`config.mk`:
```
export PLATFORM = sky130hd
export DESIGN_NAME = silife_scan_capture
export DESIGN_NICKNAME = d
export VERILOG_FILES = /design/src/rtl/silife_scan_capture.sv
export SDC_FILE = /design/constraint.sdc
export NUM_CORES = 1
export LEC_CHECK = 0
export ABC_AREA = 1
export ABC_CLOCK_PERIOD_IN_PS = 2600
export BUFFER_PORTS_ARGS = -buffer_cell sky130_fd_sc_hd__buf_2
export CAP_MARGIN = 40
export CORE_MARGIN = 5
export CORE_UTILIZATION = 60
export DETAILED_ROUTE_END_ITERATION = 6
export GPL_ROUTABILITY_DRIVEN = 0
export GPL_TIMING_DRIVEN = 0
export HOLD_SLACK_MARGIN = 0.12
export PLACE_DENSITY_LB_ADDON = 0.25
export SLEW_MARGIN = 20
export SYNTH_ARGS = -nofsm -noshare
export SYNTH_HDL_FRONTEND = slang
export SYNTH_SLANG_ARGS = --single-unit
```
`constraint.sdc`:
```
create_clock -name clk -period 2.6 [get_ports clk]
set_input_delay 0.13 -clock clk [delete_from_list [all_inputs] [get_ports clk]]
set_output_delay 0.13 -clock clk [all_outputs]
set_load 0.005 [all_outputs]
```
`src/rtl/silife_scan_capture.sv`:
```
// silife_scan_capture
//   Receiving end of the silife LED-matrix scan interface. Watches the rows /
//   columns lines driven by the scan driver, rebuilds the displayed
//   WIDTH x WIDTH frame into a shadow buffer and swaps it into the front
//   buffer once a complete, in-order 0..WIDTH-1 scan has been seen.
//   Malformed (multi-hot) or out-of-order scans raise a sticky sync_error.
//
// Ports
//   clk          in   system clock, rising edge
//   reset_n      in   asynchronous active-low reset
//   rows         in   [WIDTH]   one-hot row drive, 0 = blank
//   columns      in   [WIDTH]   column data for the active row
//   invert       in   columns are driven inverted; captured data is XORed back
//   clear_error  in   synchronous clear of sync_error
//   read_row     in   [IW]      front buffer read address
//   read_cells   out  [WIDTH]   front buffer row read_row (combinational)
//   frame_valid  out  one-cycle pulse after a frame reaches the front buffer
//   sync_error   out  sticky malformed / out-of-order scan flag
//
// Optional feature (macro SILIFE_SCAN_CAPTURE_STATS_EN)
//   frame_count  out  [16] frames delivered, wraps
//   error_count  out  [8]  error events, saturates at 8'hFF

module silife_scan_capture #(
    parameter int WIDTH         = 8,
    parameter int STABLE_CYCLES = 2,
    localparam int IW = (WIDTH > 1) ? $clog2(WIDTH) : 1,
    localparam int CW = $clog2(STABLE_CYCLES + 1)
) (
    input  logic             clk,
    input  logic             reset_n,
    input  logic [WIDTH-1:0] rows,
    input  logic [WIDTH-1:0] columns,
    input  logic             invert,
    input  logic             clear_error,
    input  logic [IW-1:0]    read_row,
    output logic [WIDTH-1:0] read_cells,
    output logic             frame_valid,
    output logic             sync_error
`ifdef SILIFE_SCAN_CAPTURE_STATS_EN
    ,
    output logic [15:0]      frame_count,
    output logic [7:0]       error_count
`endif
);

    typedef enum logic {S_SYNC, S_CAPT} state_t;

    state_t                        r_state;
    logic [IW-1:0]                 r_expected;
    logic [CW-1:0]                 r_cnt;
    logic [WIDTH-1:0]              r_prev_rows;
    logic [WIDTH-1:0][WIDTH-1:0]   r_shadow;
    logic [WIDTH-1:0][WIDTH-1:0]   r_front;
    logic                          r_frame_valid;
    logic                          r_sync_error;

    logic                          w_blank;
    logic                          w_multi;
    logic                          w_same;
    logic [CW-1:0]                 w_cnt_next;
    logic                          w_capture;
    logic [IW-1:0]                 w_idx;
    logic [WIDTH-1:0]              w_data;
    logic                          w_order_err;
    logic                          w_err;
    logic                          w_swap;

    localparam logic [CW-1:0]    STABLE = CW'(STABLE_CYCLES);
    localparam logic [IW-1:0]    LAST   = IW'(WIDTH - 1);

    assign w_blank = (rows == '0);
    // x & (x-1) clears the lowest set bit; anything left means multi-hot
    assign w_multi = !w_blank && ((rows & (rows - {{(WIDTH-1){1'b0}}, 1'b1})) != '0);
    // a dwell continues only while the counter is live (blank/multi zero it)
    assign w_same  = (rows == r_prev_rows) && (r_cnt != '0);
    assign w_data  = columns ^ {WIDTH{invert}};

    always_comb begin
        w_cnt_next = '0;
        if (w_blank || w_multi)
            w_cnt_next = '0;
        else if (!w_same)
            w_cnt_next = CW'(1);
        else if (r_cnt == STABLE)
            w_cnt_next = r_cnt;
        else
            w_cnt_next = r_cnt + CW'(1);
    end

    // capture exactly once per dwell: the edge the counter first hits STABLE
    assign w_capture = !w_blank && !w_multi && (w_cnt_next == STABLE) &&
                       (!w_same || (r_cnt != STABLE));

    always_comb begin
        w_idx = '0;
        for (int i = 0; i < WIDTH; i++)
            if (rows[i]) w_idx = IW'(i);
    end

    assign w_order_err = w_capture && (r_state == S_CAPT) && (w_idx != r_expected);
    assign w_err       = w_multi || w_order_err;
    assign w_swap      = w_capture && (r_state == S_CAPT) && (w_idx == r_expected) &&
                         (w_idx == LAST);

    always_ff @(posedge clk or negedge reset_n) begin
        if (!reset_n) begin
            r_state       <= S_SYNC;
            r_expected    <= '0;
            r_cnt         <= '0;
            r_prev_rows   <= '0;
            r_shadow      <= '0;
            r_front       <= '0;
            r_frame_valid <= 1'b0;
            r_sync_error  <= 1'b0;
        end else begin
            r_prev_rows   <= rows;
            r_cnt         <= w_cnt_next;
            r_frame_valid <= w_swap;

            // a fresh error beats a simultaneous clear
            if (w_err)
                r_sync_error <= 1'b1;
            else if (clear_error)
                r_sync_error <= 1'b0;

            if (w_multi) begin
                // shadow content is abandoned; it is fully rewritten before any swap
                r_state    <= S_SYNC;
                r_expected <= '0;
            end else if (w_capture) begin
                case (r_state)
                    S_SYNC: begin
                        if (w_idx == '0) begin
                            r_shadow[0] <= w_data;
                            r_expected  <= IW'(1);
                            r_state     <= S_CAPT;
                        end
                    end
                    S_CAPT: begin
                        if (w_idx == r_expected) begin
                            if (w_idx == LAST) begin
                                for (int i = 0; i < WIDTH - 1; i++)
                                    r_front[i] <= r_shadow[i];
                                r_front[WIDTH-1] <= w_data;
                                r_expected       <= '0;
                            end else begin
                                r_shadow[w_idx] <= w_data;
                                r_expected      <= r_expected + IW'(1);
                            end
                        end else if (w_idx == '0) begin
                            // out of order, but row 0 is a valid frame start
                            r_shadow[0] <= w_data;
                            r_expected  <= IW'(1);
                        end else begin
                            r_state    <= S_SYNC;
                            r_expected <= '0;
                        end
                    end
                    default: r_state <= S_SYNC;
                endcase
            end
        end
    end

    assign read_cells  = r_front[read_row];
    assign frame_valid = r_frame_valid;
    assign sync_error  = r_sync_error;

`ifdef SILIFE_SCAN_CAPTURE_STATS_EN
    logic [15:0] r_frame_count;
    logic [7:0]  r_error_count;

    always_ff @(posedge clk or negedge reset_n) begin
        if (!reset_n) begin
            r_frame_count <= '0;
            r_error_count <= '0;
        end else begin
            if (w_swap)
                r_frame_count <= r_frame_count + 16'd1;
            if (w_err && (r_error_count != 8'hFF))
                r_error_count <= r_error_count + 8'd1;
        end
    end

    assign frame_count = r_frame_count;
    assign error_count = r_error_count;
`endif

endmodule

```
==> impl_summary.txt, run 1 <==
----------------------------------------------------
[Timing]
  Finish-stage setup viols ... 0
  Relative max-transition margin ... about 56%
  Tightest hold margin ... about 0.12 ns
  Max Clock Skew ... 0.00820 ns
  Clock period minus worst slack ... between 2 and 2.5 ns
  Unrepaired setup endpoints after global routing ... no
  Crit share post-route ... between 80% and 90%
  Number of hold violations in the final report ... 0
  Tightest Pin Transition ... approximately 0.66 ns
  Final-report max-slew violation count ... 0
  Highest attainable clock frequency ... around 0.44 GHz

[Drt]
  DRC violation count after routing ... 0
  DR iter-0 viols ... 563
  Number of antenna-violating nets in the routed design ... 0
  Wire length per cell after detailed routing ... approximately 16 um
  Mean number of vias per cell ... around 5.5
  Drt total wl ... around 15000 um
  Pre-Repair DR Iteration Count ... 6
  Vias ... ~5300

[Clocking]
  Cells resized by post-CTS repair ... 0
  Inserted Clock Buffers ... 17
  Number of buffers on the longest clock path ... 2
  H-Tree Level Count ... 4
  Hold buffers post-CTS ... 18
  Skew-Pair Late Insertion Delay ... roughly 0.54 ns
  Number of sinks driven by the clock tree ... ~140
  Cell at the root of the clock tree ... clkbuf_8
  Clock transition at the registers of the reported paths ... 0.06 ns
  CTS tree ... done
  Post-CTS Setup Inserts ... 0

[Cells and area]
  Ant. Diodes ... 0
  Nets ... 839
  Most frequent cells in the layout ... nand2_1 (297), dfrtp_1 (136), nor2_1 (68), o21ai_0 (57), buf_2 (36)
  Area growth from synthesis to layout ... 18.1%
  Final std cells w/o fill ... approximately 960
  Commonest non-fill, non-tap cell in the layout ... nand2_1
  Share of final-layout standard cells stronger than drive strength 1 ... between 10% and 20%

[Yosys]
  Mapped Nets ... just under 800
  Netlist Area Pre-Place ... 0.00617 mm2
  Mean instance size in the synthesized netlist ... 8.30 um2
  Synth Register Bits ... roughly 140
  Mapped Cells ... around 740
  Distinct cells, synth ... 33
  Seq/Total Area, Yosys ... approximately 55%
  Syn. warnings ... 0

[Power and ir drop]
  Leakage power ... between 0.003 and 0.004 uW
  Total power per unit cell area ... ~650 mW/mm2
  Peak supply drop ... between 0.5 and 0.6 mV

[Place]
  Number of I/O port buffers ... 31
  Half-perimeter wire length of the detailed placement result ... between 10000 and 15000 um
  Number of cells in the design after placement ... approximately 910

[Floorplan]
  Chip Height ... between 100 and 150 um
  I/O pin cnt ... 33
  Core Footprint ... approximately 0.010 mm2
  Area of the die ... between 0.01 and 0.015 mm2
  Cell Rows ... 37
  Initial cell density of the core ... slightly above 60%
  Die width ... 111 um

[Worst setup path]
  Data required, critical path ... approximately 3 ns
  Most repeated library cell on the critical path ... nand3_1
  Critical Path Max Stage Delay ... between 0.3 and 0.4 ns
  Slowest stage cell on the critical path ... dfrtp_1
  Kind of end point of the critical path ... register
  Cell Chain, Critical Path ... inv_1, ha_1, a21oi_1, nand3_1, nor3_2, nand3_4, inv_2, nand3_1, buf_2, nand2_1, o21ai_1
  Arrival time reported for the critical path endpoint ... about 2.7 ns
  Nature of the critical path startpoint ... register
  Highest net fanout along the worst path ... 10
  Setup CP Type ... reg2reg

[GRT]
  Aggregate global routing overflow ... 0
  Gr usage total ... a little over a quarter
  Antenna violations before repair ... 0
  Number of global-route vias before repair ... 5271
  Wire length of the first global-routing pass ... 25900 um
  Pin count of the biggest net entering global routing ... 77

[Run]
  Max-cap viol count ... 0

[Hold path]
  Path type of the worst min-delay path ... in2async

[Status]
  Result of the run ... finished, final reports clean

----------------------------------------------------
[sequential cells by signal, indices dropped and copies added, names as in the netlist]
signal	cells
sync_error	1
r_state	1
r_shadow	56
r_prev_rows	8
r_expected	3
r_cnt	2
r_front	64
frame_valid	1
[layer usage]
metal	vias to the layer above	GRT usage, %	routed length, um
met5	-	0	0
met4	0	12.1	448
met3	36	5.49	865
met2	184	41.5	7250
met1	2523	35.9	6750
li1	2518	-	-
[report_power, final]
part | switching, uW | internal (uW) | leakage [uW]
combinational | 220 | 92.3 | 0.00165
sequential | 3.27 | 2120 | 0.00188
clock | 859 | 1450 | 0.000280
total | 1080 | 3670 | 0.00380
[logic make-up after synthesis]
family,synth area share (%)
AOI/OAI and AO/OA,9.32
xor gates and xnor gates,1.56
adders and majority gates,0.608
buffers and inverters,5.29
DFF,55.1
and+or+nand+nor,28.1
[synth_stat cells (all sizes together)]
cell type,n,area share [%]
a21oi,2,0.16
a31oi,8,0.81
buf,13,1.7
clkbuf,18,1.1
clkinv,1,0.061
dfrtp,136,55
ha,3,0.61
inv,40,2.4
nand2,305,19
nand3,18,2.0
nand3b,1,0.12
nand4,16,1.6
nor2,74,5.0
nor3,3,0.32
o211ai,1,0.12
o21a,1,0.12
o21ai,84,7.3
o22ai,8,0.81
or2,1,0.10
xnor2,3,0.43
xor2,8,1.1
[layout make-up]
cell class / instances / area, um2
flip-flops and latches: 136 / 3400
fillers: 804 / 2900
multi-input cells: 536 / 2440
clock buffers: 23 / 477
repair buffers: 50 / 373
plain buffers: 31 / 173
well taps: 136 / 170
inverters: 41 / 154
clock inverters: 8 / 95.1
[through the flow]
step / area [um2] / utilization [%] / setup TNS, ns / setup WS, ns / power, uW
final: 7290 / 71.6 / 0 / 0.316 / 4750
after CTS: 7290 / 71.6 / 0 / 0.321 / 4770
after global placement: 6500 / 63.8 / -44.43 / -0.333 / 2440
after global routing: 7290 / 71.6 / 0 / 0.175 / 4910
after floorplan: 6170 / - / 0 / 0.700 / 2300
after detailed placement: 6540 / 64.2 / 0 / 0.344 / 2450
[worst max-delay path: cells and delay by family, from the launching register on]
kind / cells / cell delay (ns)
AND/OR/NAND/NOR: 5 / 0.96
flip-flops: 1 / 0.35
buffers and inverters: 3 / 0.49
adder cells (fa/ha/maj): 1 / 0.18
AO/OA/AOI/OAI: 2 / 0.17
[path summary, 6_finish.rpt]
kind                       slack, ns         start  depth (start not counted)            to
min in group clk                0.27        invert                          4  r_shadow[31]
max                             0.32      r_cnt[1]                         11   r_shadow[6]
min                             0.12       reset_n                          2   r_front[57]
min reg2reg                     0.47  r_shadow[16]                          2   r_front[16]
max in group asynchronous       1.76       reset_n                          3   r_front[20]
max reg2reg                     0.32      r_cnt[1]                         11   r_shadow[6]
No activity file was read; power rests on OpenSTA's default activity.
==> inputs of run 2 (changes only) <==
--- a/config.mk
+++ b/config.mk
@@ -5,9 +5,8 @@
 export SDC_FILE = /design/constraint.sdc
 export NUM_CORES = 1
 export LEC_CHECK = 0
-export ABC_AREA = 1
 export ABC_CLOCK_PERIOD_IN_PS = 2600
-export BUFFER_PORTS_ARGS = -buffer_cell sky130_fd_sc_hd__buf_2
+export BUFFER_PORTS_ARGS = -buffer_cell sky130_fd_sc_hd__buf_4
 export CAP_MARGIN = 40
 export CORE_MARGIN = 5
 export CORE_UTILIZATION = 60
==> run 2 against run 1 <==
  * Worst hold slack gained 0.025 ns
  * Core utilization grew 2.5 points
  * Synthesized area grew 4.5%
  * Critical path type unchanged
  * Highest routed layer unchanged
==> impl_summary.txt, run 2 <==
----------------------------------------------------
[Timing]
  Crit share post-route ... around 100%
  Tightest hold margin ... between 0.1 and 0.15 ns
  Worst path setup slack after routing ... 0.0208 ns
  Max Clock Skew ... 0.00606 ns
  Tightest Pin Transition ... ~0.9 ns
  Clock period minus worst slack ... 2.58 ns
  Finish-stage setup viols ... 0
  Relative max-transition margin ... a little under two fifths
  Number of hold violations in the final report ... 0
  Final-report max-slew violation count ... 0
  Highest attainable clock frequency ... approximately 0.39 GHz

[Worst setup path]
  Kind of end point of the critical path ... register
  Cell Chain, Critical Path ... inv_2, ha_4, nor3b_2, nand2_1, or4_4, or4_4, buf_12, buf_12, mux2_4
  Slowest stage cell on the critical path ... or4_4
  Highest net fanout along the worst path ... 10
  Number of cells on the worst reg-to-reg path ... 9
  Critical Path Max Stage Delay ... 0.48 ns
  R2R Setup Slk ... between 0.02 and 0.025 ns
  Reg-to-Reg End ... r_front[34]
  Nature of the critical path startpoint ... register
  Reg-to-reg startpoint ... r_cnt[1]
  CP endpoint ... r_front[34]
  Data required, critical path ... roughly 3.0 ns
  Setup CP Type ... reg2reg
  Arrival time reported for the critical path endpoint ... slightly below 3 ns
  Worst setup path startpoint ... r_cnt[1]

[Yosys]
  Cell taking the most area after synthesis ... dfrtp_1
  Synth Register Bits ... 136
  Leading post-synthesis cells by cell area ... dfrtp_1 (53%), mux2_4 (14%), mux2_2 (12%)
  Async set or reset register ratio after synthesis ... between 90% and 100%
  Count of flip-flops with a built-in enable after synthesis ... 0
  Mean instance size in the synthesized netlist ... 15.7 um2
  Top cell type's share of synthesized area ... 52.8%
  Top cell types by occurrence after synthesis ... dfrtp_1 (136), mux2_2 (68), mux2_4 (60)
  Most used flip-flop cell after synthesis ... dfrtp_1
  Mapped Cells ... around 400
  Distinct cells, synth ... 58
  Seq/Total Area, Yosys ... between 50% and 60%
  Mapped Nets ... around 440
  Netlist Area Pre-Place ... between 0.006 and 0.007 mm2
  Most frequent cell after synthesis ... dfrtp_1
  Syn. warnings ... 0

[Power and ir drop]
  Leakage power ... 0.00387 uW
  Power Total ... approximately 4700 uW
  Peak supply drop ... between 0.4 and 0.5 mV
  Total power per unit cell area ... just over 600 mW/mm2

[Cells and area]
  Commonest non-fill, non-tap cell in the layout ... dfrtp_1
  Area of the multi-input gates ... roughly 0.0029 mm2
  Area occupied by registers ... ~0.0034 mm2
  Cell area after layout ... roughly 0.0077 mm2
  Most frequent cells in the layout ... dfrtp_1 (136), mux2_2 (68), mux2_4 (60), buf_4 (31)
  Top reg by flops ... r_front
  Area growth from synthesis to layout ... 19.6%
  Share of final-layout standard cells stronger than drive strength 1 ... about half
  Nets ... around 500
  Ant. Diodes ... 0
  Largest registers in the final layout ... r_front (64), r_shadow (56), r_prev_rows (8)
  Number of flip-flops under the largest register name ... 64
  Number of fillers in the final layout ... ~630
  Final std cells w/o fill ... 621

[Clocking]
  Inserted Clock Buffers ... 17
  CTS tree ... done
  H-Tree Level Count ... 4
  Clock transition at the registers of the reported paths ... 0.06 ns
  Cell at the root of the clock tree ... clkbuf_8
  Skew-Pair Late Insertion Delay ... between 0.5 and 0.6 ns
  Number of sinks driven by the clock tree ... approximately 140
  Number of buffers on the longest clock path ... 2

[GRT]
  Number of global-route vias before repair ... 4183
  Gr usage total ... between 20% and 30%
  Antenna violations before repair ... 0
  Pin count of the biggest net entering global routing ... 96
  Wire length of the first global-routing pass ... 22200 um
  Aggregate global routing overflow ... 0

[Drt]
  DR iter-0 viols ... roughly 150
  Top routing layer used ... met4
  Pre-Repair DR Iteration Count ... 4
  Mean number of vias per cell ... 5.86
  Vias ... ~3600
  DRC violation count after routing ... 0
  Wire length per cell after detailed routing ... 21.0 um
  Detailed route wirelength on metal2 ... 6670 um
  Met3 wirelength from detailed routing ... between 500 and 600 um
  Number of antenna-violating nets in the routed design ... 0
  Metal1 wirelength ... 5570 um
  Drt total wl ... approximately 13000 um

[Floorplan]
  Chip Height ... 114 um
  Die width ... 114 um
  Initial cell density of the core ... roughly three fifths
  I/O pin cnt ... 33
  Area of the die ... ~0.013 mm2
  Core Footprint ... 0.0104 mm2
  Cell Rows ... 37

[Place]
  Total placed instance area ... ~0.0069 mm2
  Number of cells in the design after placement ... between 500 and 600
  Worst slack, placed ... -0.498 ns
  Number of I/O port buffers ... 28
  Half-perimeter wire length of the detailed placement result ... roughly 8300 um

[Run]
  Max-cap viol count ... 0

[Hold path]
  Path type of the worst min-delay path ... in2async

[Status]
  Result of the run ... finished, final reports clean

----------------------------------------------------
[run 2: changes by cell type after synthesis, moves of 10 or more]
cell	change
clkbuf_1	-10
nand3_1	-12
nor2_1	-57
o21ai_0	-54
nand4_1	-15
mux4_2	+16
nand2_1	-290
o21ai_1	-18
mux2_2	+68
inv_1	-25
mux2_4	+60
[run 2: area by class of cell]
cell class | count | area share (%)
Tap cell | 136 | 2.21
Buffer | 22 | 2.84
Timing Repair Buffer | 45 | 5.48
Multi-Input combinational cell | 243 | 37.5
Clock buffer | 22 | 5.87
Clock inverter | 9 | 1.61
Sequential cell | 136 | 44.1
Inverter | 8 | 0.389
[run 2: layer usage]
| layer | up-vias | global-route usage (%) |
|---|---|---|
| met1 | 1894 | 28.3 |
| met4 | 0 | 7.45 |
| li1 | 1638 | - |
| met2 | 89 | 38.0 |
| met3 | 19 | 6.53 |
| met5 | - | 0 |
[run 2: per-stage QoR]
step / utilization [%] / setup TNS, ns
after global placement: 65.6 / -29.42
after detailed placement: 66.1 / -31.36
after CTS: 73.4 / 0
after floorplan: - / 0
final: 74.1 / 0
after global routing: 74.1 / -4.32
[run 2: how the worst min path moves through the flow]
stage / to / startpoint / slack [ns]
4_1_cts: r_front[58] / reset_n / 0.14
5_1_grt: r_front[49] / reset_n / 0.15
2_1_floorplan: frame_valid / reset_n / -0.17
6_report: r_front[49] / reset_n / 0.15
3_5_place_dp: r_front[58] / reset_n / 0.04
3_3_place_gp: r_prev_rows[2] / rows[2] / 0.25
[run 2: logic make-up after synthesis]
logic type	synth area share (%)
AOI/OAI and AO/OA	3.10
xor gates and xnor gates	2.31
adders and majority gates	0.582
buffers and inverters	3.76
DFF	52.8
muxes	31.6
and+or+nand+nor	5.92
[run 2: critical path, delay by kind of cell (launching register included)]
kind | cells | cell delay [ns]
fa+ha+maj | 1 | 0.16
buf+inv | 3 | 0.38
mux | 1 | 0.30
simple gates | 4 | 1.20
flops | 1 | 0.40
[run 2: repair_timing]
item | in CTS | in global routing
setup endpoints to repair | 92 | 84
hold buffers | 11 | 0
setup buffers | 2 | 2
pin swaps | 1 | 0
resized for setup | 6 | 14
endpoints found under the hold margin | 146 | 0
[run 2: report_power, final]
group	switching, uW	internal [uW]	leakage (uW)
logic	152	84.9	0.00171
clock network	844	1500	0.000288
registers	2.96	2120	0.00188
total	998	3710	0.00387
